**src/rtl/otter_icache.sv**
```systemverilog
// otter_icache: direct-mapped, read-only instruction cache for the OTTER fetch stage.
// Hits return the word combinationally in the same cycle. A miss stalls the
// pipeline while the 4-word line is refilled over a request/grant + rvalid
// beat handshake.
// Optional build macro: OTTER_ICACHE_STATS_EN adds saturating hit/miss
// counters. When it is undefined, hit_cnt and miss_cnt are tied to zero.
module otter_icache #(
  parameter int LINES   = 16,
  parameter int INDEX_W = $clog2(LINES)
) (
  input  logic        clk,
  input  logic        rst,
  input  logic        en,
  input  logic [31:0] pc_addr,
  input  logic        invalidate,
  output logic [31:0] ir,
  output logic        stall,
  output logic        mem_req,
  output logic [31:0] mem_addr,
  input  logic        mem_gnt,
  input  logic        mem_rvalid,
  input  logic [31:0] mem_rdata,
  output logic [31:0] hit_cnt,
  output logic [31:0] miss_cnt
);

  localparam int TAG_W = 32 - 4 - INDEX_W;

  typedef enum logic [1:0] {
    IDLE = 2'd0,
    REQ  = 2'd1,
    FILL = 2'd2
  } state_t;

  state_t               state;
  logic [LINES-1:0]     valid;
  logic [1:0]           beat;
  logic                 kill;
  logic [INDEX_W-1:0]   fill_index;
  logic [TAG_W-1:0]     fill_tag;

  logic [31:0]          data_arr [LINES][4];
  logic [TAG_W-1:0]     tag_arr  [LINES];

  // Address fields; the byte offset bits are not used by a word fetch.
  logic [1:0]           offset;
  logic [INDEX_W-1:0]   index;
  logic [TAG_W-1:0]     tag;
  logic                 hit;
  logic                 unused_byte_bits;

  assign offset           = pc_addr[3:2];
  assign index            = pc_addr[4 +: INDEX_W];
  assign tag              = pc_addr[31 -: TAG_W];
  assign unused_byte_bits = &{1'b0, pc_addr[1:0]};

  assign hit = valid[index] && (tag_arr[index] == tag);

  // Output word and stall are combinational so a hit costs no cycles.
  always_comb begin
    // NOTE: every output of a combinational block gets a default first so no latch is inferred.
    ir    = data_arr[index][offset];
    stall = 1'b1;
    if (state == IDLE) begin
      stall = en && !hit;
    end
  end

  // Fill controller: state, valid bits, kill flag and the registered memory request.
  always_ff @(posedge clk or posedge rst) begin
    if (rst) begin
      state      <= IDLE;
      valid      <= '0;
      beat       <= 2'd0;
      kill       <= 1'b0;
      mem_req    <= 1'b0;
      mem_addr   <= 32'd0;
      fill_index <= '0;
      fill_tag   <= '0;
    end else begin
      // NOTE: sequential state uses non-blocking assignments; later assignments in the block win.
      case (state)
        IDLE: begin
          if (invalidate) begin
            valid <= '0;
          end
          if (en && !hit) begin
            fill_index <= index;
            fill_tag   <= tag;
            mem_addr   <= {tag, index, 4'b0000};
            mem_req    <= 1'b1;
            state      <= REQ;
          end
        end
        REQ: begin
          if (invalidate) begin
            valid <= '0;
            kill  <= 1'b1;
          end
          if (mem_gnt) begin
            mem_req <= 1'b0;
            beat    <= 2'd0;
            state   <= FILL;
          end
        end
        FILL: begin
          if (invalidate) begin
            valid <= '0;
            kill  <= 1'b1;
          end
          if (mem_rvalid) begin
            beat <= beat + 2'd1;
            if (beat == 2'd3) begin
              // A same-edge invalidate beats the line becoming valid.
              if (!kill && !invalidate) begin
                valid[fill_index] <= 1'b1;
              end
              kill  <= 1'b0;
              state <= IDLE;
            end
          end
        end
        default: begin
          state <= IDLE;
        end
      endcase
    end
  end

  // Data and tag arrays capture fill beats; storage is plain RAM.
  always_ff @(posedge clk) begin
    // NOTE: memories are not reset; the valid bits alone decide whether contents are meaningful.
    if (state == FILL && mem_rvalid) begin
      data_arr[fill_index][beat] <= mem_rdata;
      if (beat == 2'd3) begin
        tag_arr[fill_index] <= fill_tag;
      end
    end
  end

`ifdef OTTER_ICACHE_STATS_EN
  // Saturating statistics counters; invalidate leaves them untouched.
  always_ff @(posedge clk or posedge rst) begin
    if (rst) begin
      hit_cnt  <= 32'd0;
      miss_cnt <= 32'd0;
    end else begin
      if (state == IDLE && en && hit && hit_cnt != 32'hFFFF_FFFF) begin
        hit_cnt <= hit_cnt + 32'd1;
      end
      if (state == IDLE && en && !hit && miss_cnt != 32'hFFFF_FFFF) begin
        miss_cnt <= miss_cnt + 32'd1;
      end
    end
  end
`else
  assign hit_cnt  = 32'd0;
  assign miss_cnt = 32'd0;
`endif

endmodule

```
**config.mk**
```make
export PLATFORM = sky130hd
export DESIGN_NAME = otter_icache
export DESIGN_NICKNAME = d
export VERILOG_FILES = /design/src/rtl/otter_icache.sv
export SDC_FILE = /design/constraint.sdc
export NUM_CORES = 2
export LEC_CHECK = 0
export BUFFER_PORTS_ARGS = -buffer_cell sky130_fd_sc_hd__buf_4
export CORE_UTILIZATION = 46
export CTS_CLUSTER_DIAMETER = 100
export DETAILED_ROUTE_END_ITERATION = 6
export PLACE_DENSITY = 0.61
export SLEW_MARGIN = 20
export SYNTH_ARGS = -nofsm -noshare
export SYNTH_HDL_FRONTEND = slang
export SYNTH_SLANG_ARGS = --single-unit
```
**constraint.sdc**
```tcl
create_clock -name clk -period 8.2 [get_ports clk]
set_input_delay 0 -clock clk [delete_from_list [all_inputs] [get_ports clk]]
set_output_delay 0 -clock clk [all_outputs]
set_load 0.01 [all_outputs]
```
==> impl_metrics.yaml <==
status:
  status: "finished, violations left"
  failed_checks: "DRC"
finish:
  nNetsFinal: 4349
  fin_util_pct: 52.9
  area_growth_syn_to_layout_pct: 13.7
  fin_cells: 7173
  drive_above_1_share_pct: 31.5
drt:
  via_per_inst: 6.00
  finalWirelength_um: 232000
  drt_first_pass_iters: 7
  vias: 43009
  ant_nets: 0
  drtIter0Drc: 5082
  wl_per_cell_um: 32.3
  route.detailed.drc: 2
min_path:
  hold_path.class: "in2reg"
timing:
  period_needed_ns: 4.76
  hold_viol: 0
  setup_ws_ns: 3.44
  skew_ns: 0.0928
  slew_viol_final: 0
  worst_pin_slew_ns: 1.10
  finalSetupViolations: 0
  maxSlewHeadroom_pct: 26.5
  clock.fmax_mhz: 210
  finalSetupTns_ns: 0
  rsz0062_at_grt: "false"
  min_period_over_period_pct: 58.1
worst_setup_path:
  critical_path_class: "in2out"
  critPathMaxStageDelay_ns: 0.79
  cp_data_arrival_time_ns: 4.76
  worst_setup_path_end_kind: "primary output"
  crit_end: "stall"
  reg2reg_depth: 5
  crit_start: "pc_addr[6]"
  crit_chain: "dlygate4sd3_1 -> buf_8 -> buf_4 -> mux4_2 -> mux2i_1 -> xor2_1 -> o221ai_1 -> nor4_1 -> nand4_1 -> or4_1 -> a21oi_1 -> inv_1 -> buf_4"
  slowest_stage: "buf_4"
  worst_path_most_repeated_cell: "buf_4"
  cp-start-kind: "input pin"
  timing.rr.end: "data_arr[12][22]"
  reg2reg_from: "state[0]"
  reg2reg_setup_slack_ns: 3.95
  crit_fanout: 85
  required_ns: 8.20
power_and_ir_drop:
  power_leakage_nw: 33.9
  ir_worst_vdd_uv: 217
  p_per_area_mw_per_mm2: 250
cts:
  numCtsBuffers: 239
  clkTransAtPathRegs_ns: 0.06
  cts_tree: "done"
  clock-root-buffer: "clkbuf_16"
  post_cts_buffers: 0
  insertion_delay_ns: 0.88
  h-tree-depth: 4
  clock_sinks: 2482
  cts_buffer_depth: 3
synth:
  ys_ff_latch: 2482
  synthArstFlopShare_pct: 2.01
  synth_edf_count: 2432
  synth.most_common_cell: "edfxtp_1"
  synth_top_area_share_pct: 76.4
  synthTopCellsByArea: "edfxtp_1 76%, mux4_2 18%, dfrtp_1 1.3%, buf_4 0.60%, mux2i_1 0.51%"
  synth_top_area_cell: "edfxtp_1"
  synth_ff_type: "edfxtp_1"
  syn-instance-count: 3908
  ys_top_cells_by_count: "2,432 x edfxtp_1, 750 x mux4_2, 85 x clkbuf_1"
  yosysWarnings: 0
  syn_area_mm2: 0.0956
  yosysSeqAreaShare_pct: 77.7
  avgSynthCellArea_um2: 24.5
  yosysUniqueCellTypes: 58
place:
  gp_congestion: 0.735
  place_ws_ns: 3.15
  dp_cells: 6623
  dp_hpwl_um: 119000
  port_buffers: 129
job:
  maxCapViolations: 0
global_routing:
  grt_pass1_vias: 44017
  antenna_found_initial: 16
  grt_max_degree: 135
  grt_overflow: 0
  grt_usage_pct: 22.3
  grt_pass1_wl_um: 329000
die:
  dieHeight_um: 458
  dieWidth_um: 458
  initial_core_util_pct: 46.5
  core_mm2: 0.205
  rows: 166
  pin_count: 200
  die_area_mm2: 0.210
[worst min-delay path by stage]
| stage | from | to | slack, ns | depth (start not counted) |
|---|---|---|---|---|
| floorplan | mem_rdata[0] | data_arr[0][0] | 0.1 | 0 |
| global placement | pc_addr[17] | fill_tag[9] | 0.26 | 2 |
| detailed placement | pc_addr[17] | fill_tag[9] | 0.26 | 2 |
| CTS | en | mem_req | 0.004 | 4 |
| global route | en | mem_req | 0.07 | 4 |
| finish | en | mem_req | 0.07 | 4 |
[stage by stage]
step | hold WS [ns] | area, um^2 | total power [mW]
after global placement | 0.258 | 100000 | 16.8
after detailed placement | 0.261 | 100000 | 16.8
final | 0.0726 | 109000 | 27.2
after floorplan | 0.0989 | 95800 | 15.9
after global routing | 0.0652 | 109000 | 28.0
after CTS | 0.00402 | 109000 | 27.4
[repair_timing]
| action | in CTS | in global routing |
|---|---|---|
| hold buffers | 94 | 0 |
| hold endpoints to repair | 2147 | 0 |
| gates resized for setup | 0 | 0 |
[where the power goes]
group / switching (mW) / internal (mW)
Sequential: 0.336 / 14.4
Combinational: 1.10 / 0.784
Clock: 4.70 / 5.89
[cells in the final DEF (no fill, tap or decap), drive strengths merged, types with 3 or more instances in the layout]
master,count
clkinv,112
dfrtp,50
mux2i,49
edfxtp,2432
a211oi,5
diode,7
dlygate4sd3,94
nor2,75
nand2b,6
xnor2,13
nand2,48
clkbuf,313
o2111ai,3
buf,224
nor3,4
o22ai,6
mux4,753
a221oi,3
bufinv,13
conb,68
ha,8
a22o,4
o21ai,32
nor2b,14
clkinvlp,5
nand3,15
a21oi,8
a22oi,9
inv,17
mux2,46
xor2,22
[cells by family after synthesis]
group,Yosys count,share of synthesized area [%]
flops,2482,77.7
fa+ha+maj,8,0.105
simple gates,174,0.812
buf+inv,275,1.53
xor+xnor,35,0.321
compound gates,85,0.593
other cells,1,0.00392
mux,848,18.9
[final cells by class]
class	instances	area [um^2]
sequential	2482	74300
inverter	11	41.3
clock buffer	312	6380
clock inverter	136	1170
multi-input combinational	1218	20600
fill	15432	96800
tap	2688	3360
antenna	7	17.5
timing repair buffer	319	2800
[metal layers]
layer  part of all wire [%]  up-vias  GRT usage, %
met5                      0        -             0
met4                    2.4        0          5.89
met3                    8.0      318          4.93
met2                     49     1628          35.4
met1                     41    23621          31.5
li1                       -    17442             -
[registers in the layout, summed over array words and instances, names as in the netlist, 2 cells and up]
| signal | flops |
|---|---|
| valid | 16 |
| state | 2 |
| tag_arr | 384 |
| fill_index | 3 |
| beat | 2 |
| data_arr | 2048 |
| fill_tag | 24 |
[worst max-delay path: cells and delay by family]
family	cells	cell delay, ns
xor gates and xnor gates	1	0.28
muxes	2	0.62
buffers and inverters	5	2.20
and+or+nand+nor	3	1.04
AOI/OAI and AO/OA	2	0.50
(Power assumes the default switching activity.)
